<file path="config.mk">
export PLATFORM = sky130hd
export DESIGN_NAME = alu_flag_unit
export DESIGN_NICKNAME = d
export VERILOG_FILES = /design/src/rtl/alu_flag_unit_pkg.sv /design/src/rtl/alu_flag_unit_cond_eval.sv /design/src/rtl/alu_flag_unit.sv
export SDC_FILE = /design/constraint.sdc
export NUM_CORES = 1
export LEC_CHECK = 0
export ABC_AREA = 1
export CORE_MARGIN = 5
export CORE_UTILIZATION = 30
export DETAILED_ROUTE_END_ITERATION = 10
export PLACE_DENSITY_LB_ADDON = 0.2
export SLEW_MARGIN = 15
export SYNTH_ARGS = -nofsm -noshare
export SYNTH_HDL_FRONTEND = slang
export SYNTH_SLANG_ARGS = --single-unit
</file>
<file path="constraint.sdc">
create_clock -name clk -period 5.7 [get_ports clk]
set_input_delay 1.14 -clock clk [delete_from_list [all_inputs] [get_ports clk]]
set_output_delay 1.14 -clock clk [all_outputs]
set_load 0.1 [all_outputs]
</file>
<file path="src/rtl/alu_flag_unit_pkg.sv">
// Shared constants for the ALU status-flag unit: flag bit positions,
// branch condition codes and sticky error bit positions.
package alu_flag_unit_pkg;

    // Bit positions inside the 4-bit {C,V,N,Z} flag vector
    localparam int FLAG_C = 3;
    localparam int FLAG_V = 2;
    localparam int FLAG_N = 1;
    localparam int FLAG_Z = 0;

    // Branch condition codes
    localparam logic [3:0] COND_EQ = 4'd0;
    localparam logic [3:0] COND_NE = 4'd1;
    localparam logic [3:0] COND_CS = 4'd2;
    localparam logic [3:0] COND_CC = 4'd3;
    localparam logic [3:0] COND_MI = 4'd4;
    localparam logic [3:0] COND_PL = 4'd5;
    localparam logic [3:0] COND_VS = 4'd6;
    localparam logic [3:0] COND_VC = 4'd7;
    localparam logic [3:0] COND_HI = 4'd8;
    localparam logic [3:0] COND_LS = 4'd9;
    localparam logic [3:0] COND_GE = 4'd10;
    localparam logic [3:0] COND_LT = 4'd11;
    localparam logic [3:0] COND_GT = 4'd12;
    localparam logic [3:0] COND_LE = 4'd13;
    localparam logic [3:0] COND_AL = 4'd14;
    localparam logic [3:0] COND_NV = 4'd15;

    // Sticky error bit positions inside err {proto, underflow, overflow}
    localparam int ERR_OVF   = 0;
    localparam int ERR_UDF   = 1;
    localparam int ERR_PROTO = 2;

endpackage

</file>
<file path="src/rtl/alu_flag_unit_cond_eval.sv">
// Pure combinational branch-condition evaluator: condition code plus
// {C,V,N,Z} flags in, take out. Kept standalone so conditional-execute
// logic can reuse the same decode.
module flag_cond_eval
    import alu_flag_unit_pkg::*;
(
    input  logic [3:0] cond_i,
    input  logic [3:0] flags_i,
    output logic       take_o
);

    logic c_f;
    logic v_f;
    logic n_f;
    logic z_f;

    assign c_f = flags_i[FLAG_C];
    assign v_f = flags_i[FLAG_V];
    assign n_f = flags_i[FLAG_N];
    assign z_f = flags_i[FLAG_Z];

    // Decode the condition code against the supplied flags
    always_comb begin
        take_o = 1'b0;
        case (cond_i)
            COND_EQ: take_o = z_f;
            COND_NE: take_o = ~z_f;
            COND_CS: take_o = c_f;
            COND_CC: take_o = ~c_f;
            COND_MI: take_o = n_f;
            COND_PL: take_o = ~n_f;
            COND_VS: take_o = v_f;
            COND_VC: take_o = ~v_f;
            COND_HI: take_o = c_f & ~z_f;
            COND_LS: take_o = ~c_f | z_f;
            COND_GE: take_o = (n_f == v_f);
            COND_LT: take_o = (n_f != v_f);
            COND_GT: take_o = ~z_f & (n_f == v_f);
            COND_LE: take_o = z_f | (n_f != v_f);
            COND_AL: take_o = 1'b1;
            COND_NV: take_o = 1'b0;
            default: take_o = 1'b0;
        endcase
    end

endmodule

</file>
<file path="src/rtl/alu_flag_unit.sv">
// Status-flag register downstream of the 8-bit ALU. Latches C/V/N/Z under a
// per-flag write mask or a direct PSR load, keeps a small save/restore stack
// for interrupt entry/return, and reports sticky stack misuse errors.
// take is evaluated from the registered flags only; in-flight ALU results
// are never bypassed.
module alu_flag_unit
    import alu_flag_unit_pkg::*;
#(
    parameter int DEPTH = 4,
    parameter int PTR_W = 2
) (
    input  logic             clk,
    input  logic             reset,
    input  logic             c_in,
    input  logic             v_in,
    input  logic             n_in,
    input  logic             z_in,
    input  logic [3:0]       flag_we,
    input  logic             psr_wr,
    input  logic [3:0]       psr_data,
    input  logic             push,
    input  logic             pop,
    input  logic [3:0]       cond,
    input  logic             err_clr,
    output logic [3:0]       flags,
    output logic             take,
    output logic [PTR_W:0]   depth,
    output logic             full,
    output logic             empty,
    output logic [2:0]       err
);

    localparam logic [PTR_W:0] DEPTH_MAX = (PTR_W+1)'(DEPTH);

    logic [3:0]       flags_q;
    logic [3:0]       flags_d;
    logic [PTR_W:0]   depth_q;
    logic [PTR_W:0]   depth_d;
    logic [2:0]       err_q;
    logic [2:0]       err_d;
    logic [3:0]       stack_q [DEPTH];

    logic             is_full;
    logic             is_empty;
    logic             push_ok;
    logic             pop_ok;
    logic [PTR_W-1:0] top_idx;
    logic [3:0]       alu_flags;
    logic [2:0]       err_ev;

    assign alu_flags = {c_in, v_in, n_in, z_in};

    // Next-state for flags, stack depth and sticky errors
    always_comb begin
        is_full  = (depth_q == DEPTH_MAX);
        is_empty = (depth_q == '0);
        // Simultaneous push and pop is a protocol error: neither side acts
        push_ok  = push & ~pop & ~is_full;
        pop_ok   = pop & ~push & ~is_empty;
        top_idx  = depth_q[PTR_W-1:0] - PTR_W'(1);

        // Restore beats PSR load beats masked ALU update
        if (pop_ok) begin
            flags_d = stack_q[top_idx];
        end else if (psr_wr) begin
            flags_d = psr_data;
        end else begin
            flags_d = (flags_q & ~flag_we) | (alu_flags & flag_we);
        end

        depth_d = depth_q;
        if (push_ok) begin
            depth_d = depth_q + (PTR_W+1)'(1);
        end else if (pop_ok) begin
            depth_d = depth_q - (PTR_W+1)'(1);
        end

        err_ev            = '0;
        err_ev[ERR_OVF]   = push & ~pop & is_full;
        err_ev[ERR_UDF]   = pop & ~push & is_empty;
        err_ev[ERR_PROTO] = push & pop;
        // A new error event in the same cycle as err_clr still lands
        err_d = (err_clr ? 3'b000 : err_q) | err_ev;
    end

    // Flag, depth and error registers with synchronous reset
    always_ff @(posedge clk) begin
        if (reset) begin
            flags_q <= 4'b0000;
            depth_q <= '0;
            err_q   <= 3'b000;
        end else begin
            flags_q <= flags_d;
            depth_q <= depth_d;
            err_q   <= err_d;
        end
    end

    // Stack storage saves the pre-update flags; contents need no reset
    always_ff @(posedge clk) begin
        if (!reset && push_ok) begin
            stack_q[depth_q[PTR_W-1:0]] <= flags_q;
        end
    end

    flag_cond_eval u_cond_eval (
        .cond_i  (cond),
        .flags_i (flags_q),
        .take_o  (take)
    );

    assign flags = flags_q;
    assign depth = depth_q;
    assign err   = err_q;
    assign full  = is_full;
    assign empty = is_empty;

endmodule

</file>
# --- Word level (Yosys, flattened, before mapping) ---
# Memories as Yosys holds them, arrays and structs flattened.
# Cells that the tools add are included.
# Widths: inputs -> output; s select.
word_totals:
  register_bits: 10
  latchBits: 0
  mem_bits_rw: 16
  mem_bits_ro: 0
  memories: 1
classes:
  add_sub_neg: 3
  multipliers: 0
  div_mod_pow: 0
  magnitude_cmp: 0
  eq_ne: 18
  n_shift: 0
  muxes: 8
  n_bitwise: 24
  reduce_logical: 5
mem_list:
  columns: ["name", "words", "word_bits", "read_ports", "rd_ports_with_merged_regs", "write_ports", "line", "source"]
  rows:
  - ["stack_q", 4, 4, 1, 0, 1, "alu_flag_unit.sv:41", "logic [3:0] stack_q [DEPTH];"]
ops:
  columns: ["cell", "n"]
  rows:
  - ["$eq 4x4->1 const B", 8]
  - ["$eq 4x3->1 const B", 4]
  - ["$pmux 1 s16", 1]
  - ["$and 1x1->1", 9]
  - ["$mux 3", 3]
  - ["$and 4x4->4", 2]
  - ["$eq 4x2->1 const B", 2]
  - ["$mux 4", 2]
  - ["$not 1->1", 8]
  - ["$eq 4x1->1 const B", 1]
  - ["$logic_not 4->1", 1]
  - ["$not 4->4", 1]
  - ["$or 4x4->4", 1]
  - ["$add 3x1->3 const B", 1]
  - ["$eq 3x3->1 const B", 1]
  - ["$logic_not 3->1", 1]
  - ["$or 3x3->3", 1]
  - ["$sub 3x1->3 const B", 1]
  - ["$mux 1", 2]
  - ["$or 1x1->1", 2]
  - ["$reduce_bool 2->1", 1]
  - ["$sub 2x1->2 const B", 1]
  - ["$eq 1x1->1", 1]
  - ["$logic_and 1x1->1", 1]
  - ["2 further kinds", 2]

# --- Logic depth before layout (Yosys ltp) ---
# Gate-level depths: netlist (run 1).
logic_depth:
  depth_word: 6
  mapped_depth: 10
  depth_no_buf: 10

# --- Cells and area by module ---
# Synthesis (run 1) repeated with hierarchy kept, for this count alone.
unflattened:
  cells_unflattened: 187
  area_unflattened_um2: 1456.4
by_module_without_submodules:
  columns: ["module", "instances", "cells_each", "area_each_um2", "seq_area_each_um2"]
  rows:
  - ["alu_flag_unit", 1, 142, 1251.2, 680.7]
  - ["flag_cond_eval", 1, 45, 205.2, 0.0]

# --- Worst setup path after synthesis (run 1) ---
# OpenSTA, ideal clock, no wires.
synth_timing:
  path_type: "reg2out"
  startpoint: "register (tool-made name)"
  endpoint: "output port take"
  arrival_ps: 2413
  t_required_ps: 4560
  path_slack_ps: 2147
  stages_incl_launch_ff: 10
  path_cell_list: "dfxtp_1 inv_1 nand2_1 nand2_1 nand3_1 nand2_1 nand2_1 nand3_1 nand2_1 nand3_1"
synth_lines:
  columns: ["item", "line", "source"]
  rows:
  - ["to (decl)", "alu_flag_unit.sv:26", "output logic take,"]

# --- Final worst setup path (run 1) ---
layout_timing:
  startpoint: "register depth_q[0], in the netlist depth[0]"
  endpoint: "output port full"
layout_via:
  elab_chain_len: 1
layout_rtl:
  columns: ["item", "line", "source"]
  rows:
  - ["from (decl)", "alu_flag_unit.sv:37", "logic [PTR_W:0] depth_q;"]
  - ["from (signal assigned)", "alu_flag_unit.sv:94", "depth_q <= depth_d;"]
  - ["$eq 3x3->1", "alu_flag_unit.sv:55", "is_full = (depth_q == DEPTH_MAX);"]
  - ["to (decl)", "alu_flag_unit.sv:28", "output logic full,"]
# Every way passes these cells.

==> qor.yml, run 1 <==
detailed_routing:
  drt_first_iter_violations: 66
  dr_wl_met2_um: 1260
  wirelength_um: 2940
  dr.max_layer_used: "met3"
  met3_length_um: 186
  remaining_drc_errors: 0
  met1_length_um: 1490
  ant_nets: 0
  via_per_inst: 4.57
  num_vias: 1155
  wl_per_cell_um: 11.6
  drtPass1Iterations: 4
finish:
  finalNetCount: 229
  syn_to_final_growth_pct: 34.2
  drive_gt1_share_pct: 5.97
  antenna_cells: 0
yosys:
  synth_cell_types: 21
  syn_inst: 165
  avgSynthCellArea_um2: 8.25
  yosys_warnings: 0
  yosysSeqAreaShare_pct: 50.0
  syn_area_um2: 1360
  synth-edff-count: 16
  synth_area_leaders: "edfxtp_1, dfxtp_1, nand2_1"
  synth_flop_cell: "edfxtp_1"
  netlist_top_cells_count: "nand2_1, a21oi_1, edfxtp_1, inv_1, nor2_1"
  async_flop_share_pct: 0
  synth_most_common_cell: "nand2_1"
  netlist.area_leader.share_pct: 35.3
  synth-seq-cells: 26
  yosysTopAreaCell: "edfxtp_1"
  synth_nets: 192
sta:
  fin_crit_sh_pct: 69.0
  period_needed_ps: 3930
  report.final.slew_viol_count: 0
  timing.slew.headroom_pct: 34.4
  fin_ws_ps: 1770
  max_freq_mhz: 254
  clock_skew_ps: 2.95
  setup_viol: 0
  hold_viol: 0
  worst_pin_slew_ps: 981
  rsz0062_at_grt: "no"
  fin_tns_setup_ps: 0
worst_setup_path:
  path_max_fanout: 15
  r2r-end: "depth[2]$_SDFFE_PP0P_"
  startpoint: "depth[0]$_SDFFE_PP0P_"
  crit_required_ps: 4560
  cp-end-kind: "output pin"
  cp-endpoint: "full"
  r2r_slack_ps: 3190
  r2r_cells: 9
  max_stage_delay_ps: 970
  timing.rr.start: "depth[0]$_SDFFE_PP0P_"
  critPathSlowestCell: "clkdlybuf4s50_1"
  critical_path.cell_chain: "clkinv_1 -> ha_1 -> nand2_1 -> inv_1 -> clkdlybuf4s50_1"
  arrival_ps: 2790
  startpoint_type: "flop"
  path_class: "reg2out"
job:
  drv_cap: 0
global_route:
  gr-total-overflow: 0
  antenna_found_initial: 0
  grt_max_degree: 16
  grt_pass1_vias: 1130
  grt.total_usage_pct: 9.96
  grt_first_pass_wirelength_um: 5000
clock_tree:
  post-cts-setup-buffer-count: 0
  cts_hold_buf: 0
  clock-sinks: 26
  clk_path_buf_depth: 2
  cts_tree: "built"
  clockRootBuffer: "clkbuf_8"
  cts.clk_slew.worst_paths_ps: 90
  htreeDepth: 1
  clk-insertion-delay-late_ps: 260
  cts_buffers: 3
  post_cts_resized: 0
power_and_ir_drop:
  power_mw: 0.635
  vdd_drop_max_mv: 0.190
  power_density_nw_per_um2: 347
  leakagePower_nw: 0.731
floorplan:
  chipWidth_um: 77.4
  num_io_pins: 35
  placementRows: 24
  die_area_um2: 5980
  start_util_pct: 31.1
  die_y_um: 77.4
  coreArea_um2: 4380
placement:
  dpl.hpwl_um: 2330
  globalplace.congestion: 0.747
  portBuffers: 34
  dp_slack_ps: 1940
worst_hold_path:
  hp-class: "reg2reg"
status:
  status: "finished, final reports clean"
cell usage in the layout, fill, tap and decap left out:
master            n
nand2_1          42
clkdlybuf4s50_1  33
a21oi_1          18
inv_1            16
nor2_1           16
edfxtp_1         16
nand3_1          11
dfxtp_1          10
o21ai_0           7
o21ai_1           7
inv_2             4
a32o_1            4
ha_1              4
clkbuf_8          3
o211ai_1          2
clkinv_1          1
nor2_2            1
nand4_1           1
nor3_4            1
nand2_2           1
fa_1              1
bufinv_16         1
buf_4             1
final cells by class:
class | count | area, um^2
Tap cell | 52 | 65.1
Clock buffer | 3 | 41.3
Clock inverter | 1 | 30.0
Fill cell | 446 | 2560
Timing Repair Buffer | 34 | 338
Multi-Input combinational cell | 116 | 593
Sequential cell | 26 | 681
Inverter | 21 | 78.8
stage by stage:
| stage | util [%] | hold WS, ps | instance area (um^2) | cells |
|---|---|---|---|---|
| 2_1_floorplan | - | 616 | 1360 | 165 |
| 3_3_place_gp | 40.0 | 459 | 1760 | 249 |
| 3_5_place_dp | 40.0 | 457 | 1760 | 249 |
| 4_1_cts | 41.7 | 473 | 1830 | 253 |
| 5_1_grt | 41.7 | 487 | 1830 | 253 |
| 6_report | 41.7 | 471 | 1830 | 253 |
metal layers:
| metal | global-route usage (%) | up-vias |
|---|---|---|
| met5 | 0 | - |
| met4 | 0.515 | 0 |
| met3 | 3.24 | 0 |
| met2 | 15.4 | 29 |
| met1 | 14.3 | 498 |
| li1 | - | 628 |
report_power, final:
group,internal (mW),switching (mW),total (mW)
clock network,0.0939,0.0565,0.150
logic,0.0731,0.179,0.252
registers,0.214,0.0185,0.232
total,0.381,0.254,0.635
kinds of logic after synthesis:
group / synth area share (%)
AO/OA/AOI/OAI: 15.8
adder cells (fa/ha/maj): 5.15
buffers and inverters: 6.43
flip-flops: 50.0
AND/OR/NAND/NOR: 22.6
critical path, delay by kind of cell (launching register included):
kind,cells,cell delay (ps)
adder cells (fa/ha/maj),1,350
flip-flops,1,650
AND/OR/NAND/NOR,1,110
buffers and inverters,3,1420
worst min-delay path by stage:
| stage | from | to | slack, ps | cells past startpoint |
|---|---|---|---|---|
| 2_1_floorplan | stack_q[3][3]$_DFFE_PP_ | flop | 620 | 3 |
| 3_3_place_gp | err[2]$_SDFF_PP0_ | err[2]$_SDFF_PP0_ | 460 | 2 |
| 4_1_cts | err[1]$_SDFF_PP0_ | err[1]$_SDFF_PP0_ | 470 | 2 |
| 5_1_grt | err[1]$_SDFF_PP0_ | err[1]$_SDFF_PP0_ | 490 | 2 |
| 3_5_place_dp | err[1]$_SDFF_PP0_ | err[1]$_SDFF_PP0_ | 460 | 2 |
| 6_report | err[1]$_SDFF_PP0_ | err[1]$_SDFF_PP0_ | 470 | 2 |
(Power assumes the default switching activity.)
==> inputs of run 2 (changes only) <==
==> constraint.sdc (replaced) <==
create_clock -name clk -period 3.4 [get_ports clk]
set_input_delay 0.68 -clock clk [delete_from_list [all_inputs] [get_ports clk]]
set_output_delay 0.68 -clock clk [all_outputs]
set_load 0.1 [all_outputs]
==> qor.yml, run 2 (same netlist as run 1, synthesis figures left out) <==
sta:
  hold_viol: 0  # unchanged
  clock_skew_ps: 1.31  # -1.65 ps
  timing.slew.headroom_pct: 35.0  # +0.66 points
  report.final.slew_viol_count: 0  # unchanged
  fin_tns_setup_ps: 0  # unchanged
  rsz0062_at_grt: "no"
  period_needed_ps: 2810
  fin_crit_sh_pct: 82.7
  setup_viol: 0  # unchanged
  worst_pin_slew_ps: 971  # -9.93 ps
  max_freq_mhz: 356
placement:
  dpl.hpwl_um: 2360  # +1.6%
  globalplace.congestion: 0.814  # +9.0%
  portBuffers: 34  # unchanged
detailed_routing:
  drt_first_iter_violations: 89  # +35%
  ant_nets: 0  # unchanged
  wl_per_cell_um: 11.7  # +0.41%
  remaining_drc_errors: 0  # unchanged
  num_vias: 1183  # +2.4%
  wirelength_um: 2950  # +0.41%
  via_per_inst: 4.68  # +2.4%
  drtPass1Iterations: 4  # unchanged
power_and_ir_drop:
  swShare_pct: 40.2  # +0.21 points
  leakagePower_nw: 0.753  # +3.0%
  power_density_nw_per_um2: 587  # +69%
  p_clk_share_pct: 23.4  # -0.3 points
  power.switching_mw: 0.428  # +69%
  vdd_drop_max_mv: 0.286  # +51%
  combPwrFrac_pct: 39.8  # about the same
  intPower_mw: 0.636  # +67%
  p_seq_share_pct: 36.8  # +0.2 points
global_route:
  grt_pass1_vias: 1056  # -6.5%
  grt_first_pass_wirelength_um: 4820  # -3.6%
  grt_max_degree: 16  # unchanged
  grt.total_usage_pct: 9.72  # -0.24 points
  gr-total-overflow: 0  # unchanged
  antenna_found_initial: 0  # unchanged
worst_setup_path:
  path_max_fanout: 5  # -10
  path_delay_family: "simple AND/OR/NAND/NOR gates"
  r2r_slack_ps: 810  # -2380 ps
  r2r_cells: 9  # unchanged
  critPathSlowestCell: "clkdlybuf4s50_1"
  max_stage_delay_ps: 470  # -500 ps
  r2r-end: "depth[2]$_SDFFE_PP0P_"
  timing.critical_path.buf_inv: 3  # unchanged
  crit_required_ps: 2720  # -1840 ps
  critical_path.cell_chain: "clkdlybuf4s50_1 -> nor2_1 -> nand3_1 -> nand2_1 -> inv_1 -> nand2_1 -> nand2_1 -> nand3_1 -> nand2_1 -> nand3_1 -> buf_12"
  arrival_ps: 2130  # -660 ps
  cp-end-kind: "output pin"
  path_class: "in2out"
  crit_top_cell: "nand2_1"
  timing.rr.start: "depth[0]$_SDFFE_PP0P_"
  startpoint_type: "input pin"
clock_tree:
  clk_path_buf_depth: 2  # unchanged
  cts.clk_slew.worst_paths_ps: 90  # about the same
  post_cts_resized: 0  # unchanged
  clock-sinks: 26  # unchanged
  cts_hold_buf: 0  # unchanged
  clk-insertion-delay-late_ps: 260  # about the same
  clockRootBuffer: "clkbuf_8"
  post-cts-setup-buffer-count: 0  # unchanged
  htreeDepth: 1  # unchanged
  cts_buffers: 3  # unchanged
  cts_tree: "built"
floorplan:
  chipWidth_um: 77.4  # unchanged
  coreArea_um2: 4380  # unchanged
  placementRows: 24  # unchanged
  die_y_um: 77.4  # unchanged
  start_util_pct: 31.1  # unchanged
  die_area_um2: 5980  # unchanged
  num_io_pins: 35  # unchanged
finish:
  syn_to_final_growth_pct: 33.1
  antenna_cells: 0  # unchanged
  drive_gt1_share_pct: 11.4  # +5.5 points
  final_common_cell: "nand2_1"
  fin_util_pct: 41.3  # -0.34 points
  final_cell_mix: "nand2_1, clkdlybuf4s50_1, a21oi_1"
  finalNetCount: 229  # unchanged
worst_hold_path:
  holdCritStartpoint: "err[2]$_SDFF_PP0_"
  holdPathEnd: "err[2]$_SDFF_PP0_"
  holdPathStages: 2  # unchanged
  hp-class: "reg2reg"
status:
  status: "finished, final reports clean"
job:
  drv_cap: 0  # unchanged
run 2: worst register-to-register path, cell delays in order, from the launching register on:
cell and delay (ps):
dfxtp_1 690, clkinv_1 420, ha_1 350, nand2_1 110, nand3_1 150, fa_1 420
o21ai_1 170, nand2_1 70, nand2_1 60, nor2_1 50
run 2: per-layer routing:
metal | vias to the layer above | global-route usage, % | wire length, um
li1 | 631 | - | -
met1 | 507 | 13.2 | 1450
met2 | 41 | 16.0 | 1330
met3 | 4 | 2.08 | 157
met4 | 0 | 2.06 | 6
met5 | - | 0 | 0
run 2: cell type report:
type                       instances  area, um^2
inverter                          21        78.8
clock buffer                       3        41.3
tap                               52        65.1
fill                             443        2570
timing repair buffer              34         323
clock inverter                     1        30.0
sequential                        26         681
multi-input combinational        116         593
run 2: per-stage QoR:
| step | hold slack, ps | power, mW | area, um^2 | setup slack (ps) | std cells |
|---|---|---|---|---|---|
| after floorplan | 616 | 0.710 | 1360 | 307 | 165 |
| after global placement | 458 | 0.825 | 1740 | 657 | 249 |
| after detailed placement | 463 | 0.823 | 1740 | 592 | 249 |
| after CTS | 480 | 1.07 | 1810 | 584 | 253 |
| after global routing | 498 | 1.12 | 1810 | 436 | 253 |
| final | 470 | 1.06 | 1810 | 587 | 253 |
run 2: worst max path at each step:
stage / startpoint / end / depth (start not counted)
2_1_floorplan: flop / take / 9
3_5_place_dp: cond[1] / take / 11
5_1_grt: depth[0]$_SDFFE_PP0P_ / full / 5
4_1_cts: depth[0]$_SDFFE_PP0P_ / full / 5
3_3_place_gp: cond[0] / take / 12
6_report: cond[1] / take / 11
run 2: power by group through the flow:
stage | Sequential, mW | Clock, mW | Combinational, mW
2_1_floorplan | 0.496 | 0 | 0.214
3_3_place_gp | 0.399 | 0 | 0.426
3_5_place_dp | 0.399 | 0 | 0.424
4_1_cts | 0.392 | 0.256 | 0.425
5_1_grt | 0.396 | 0.271 | 0.455
6_report | 0.391 | 0.249 | 0.424
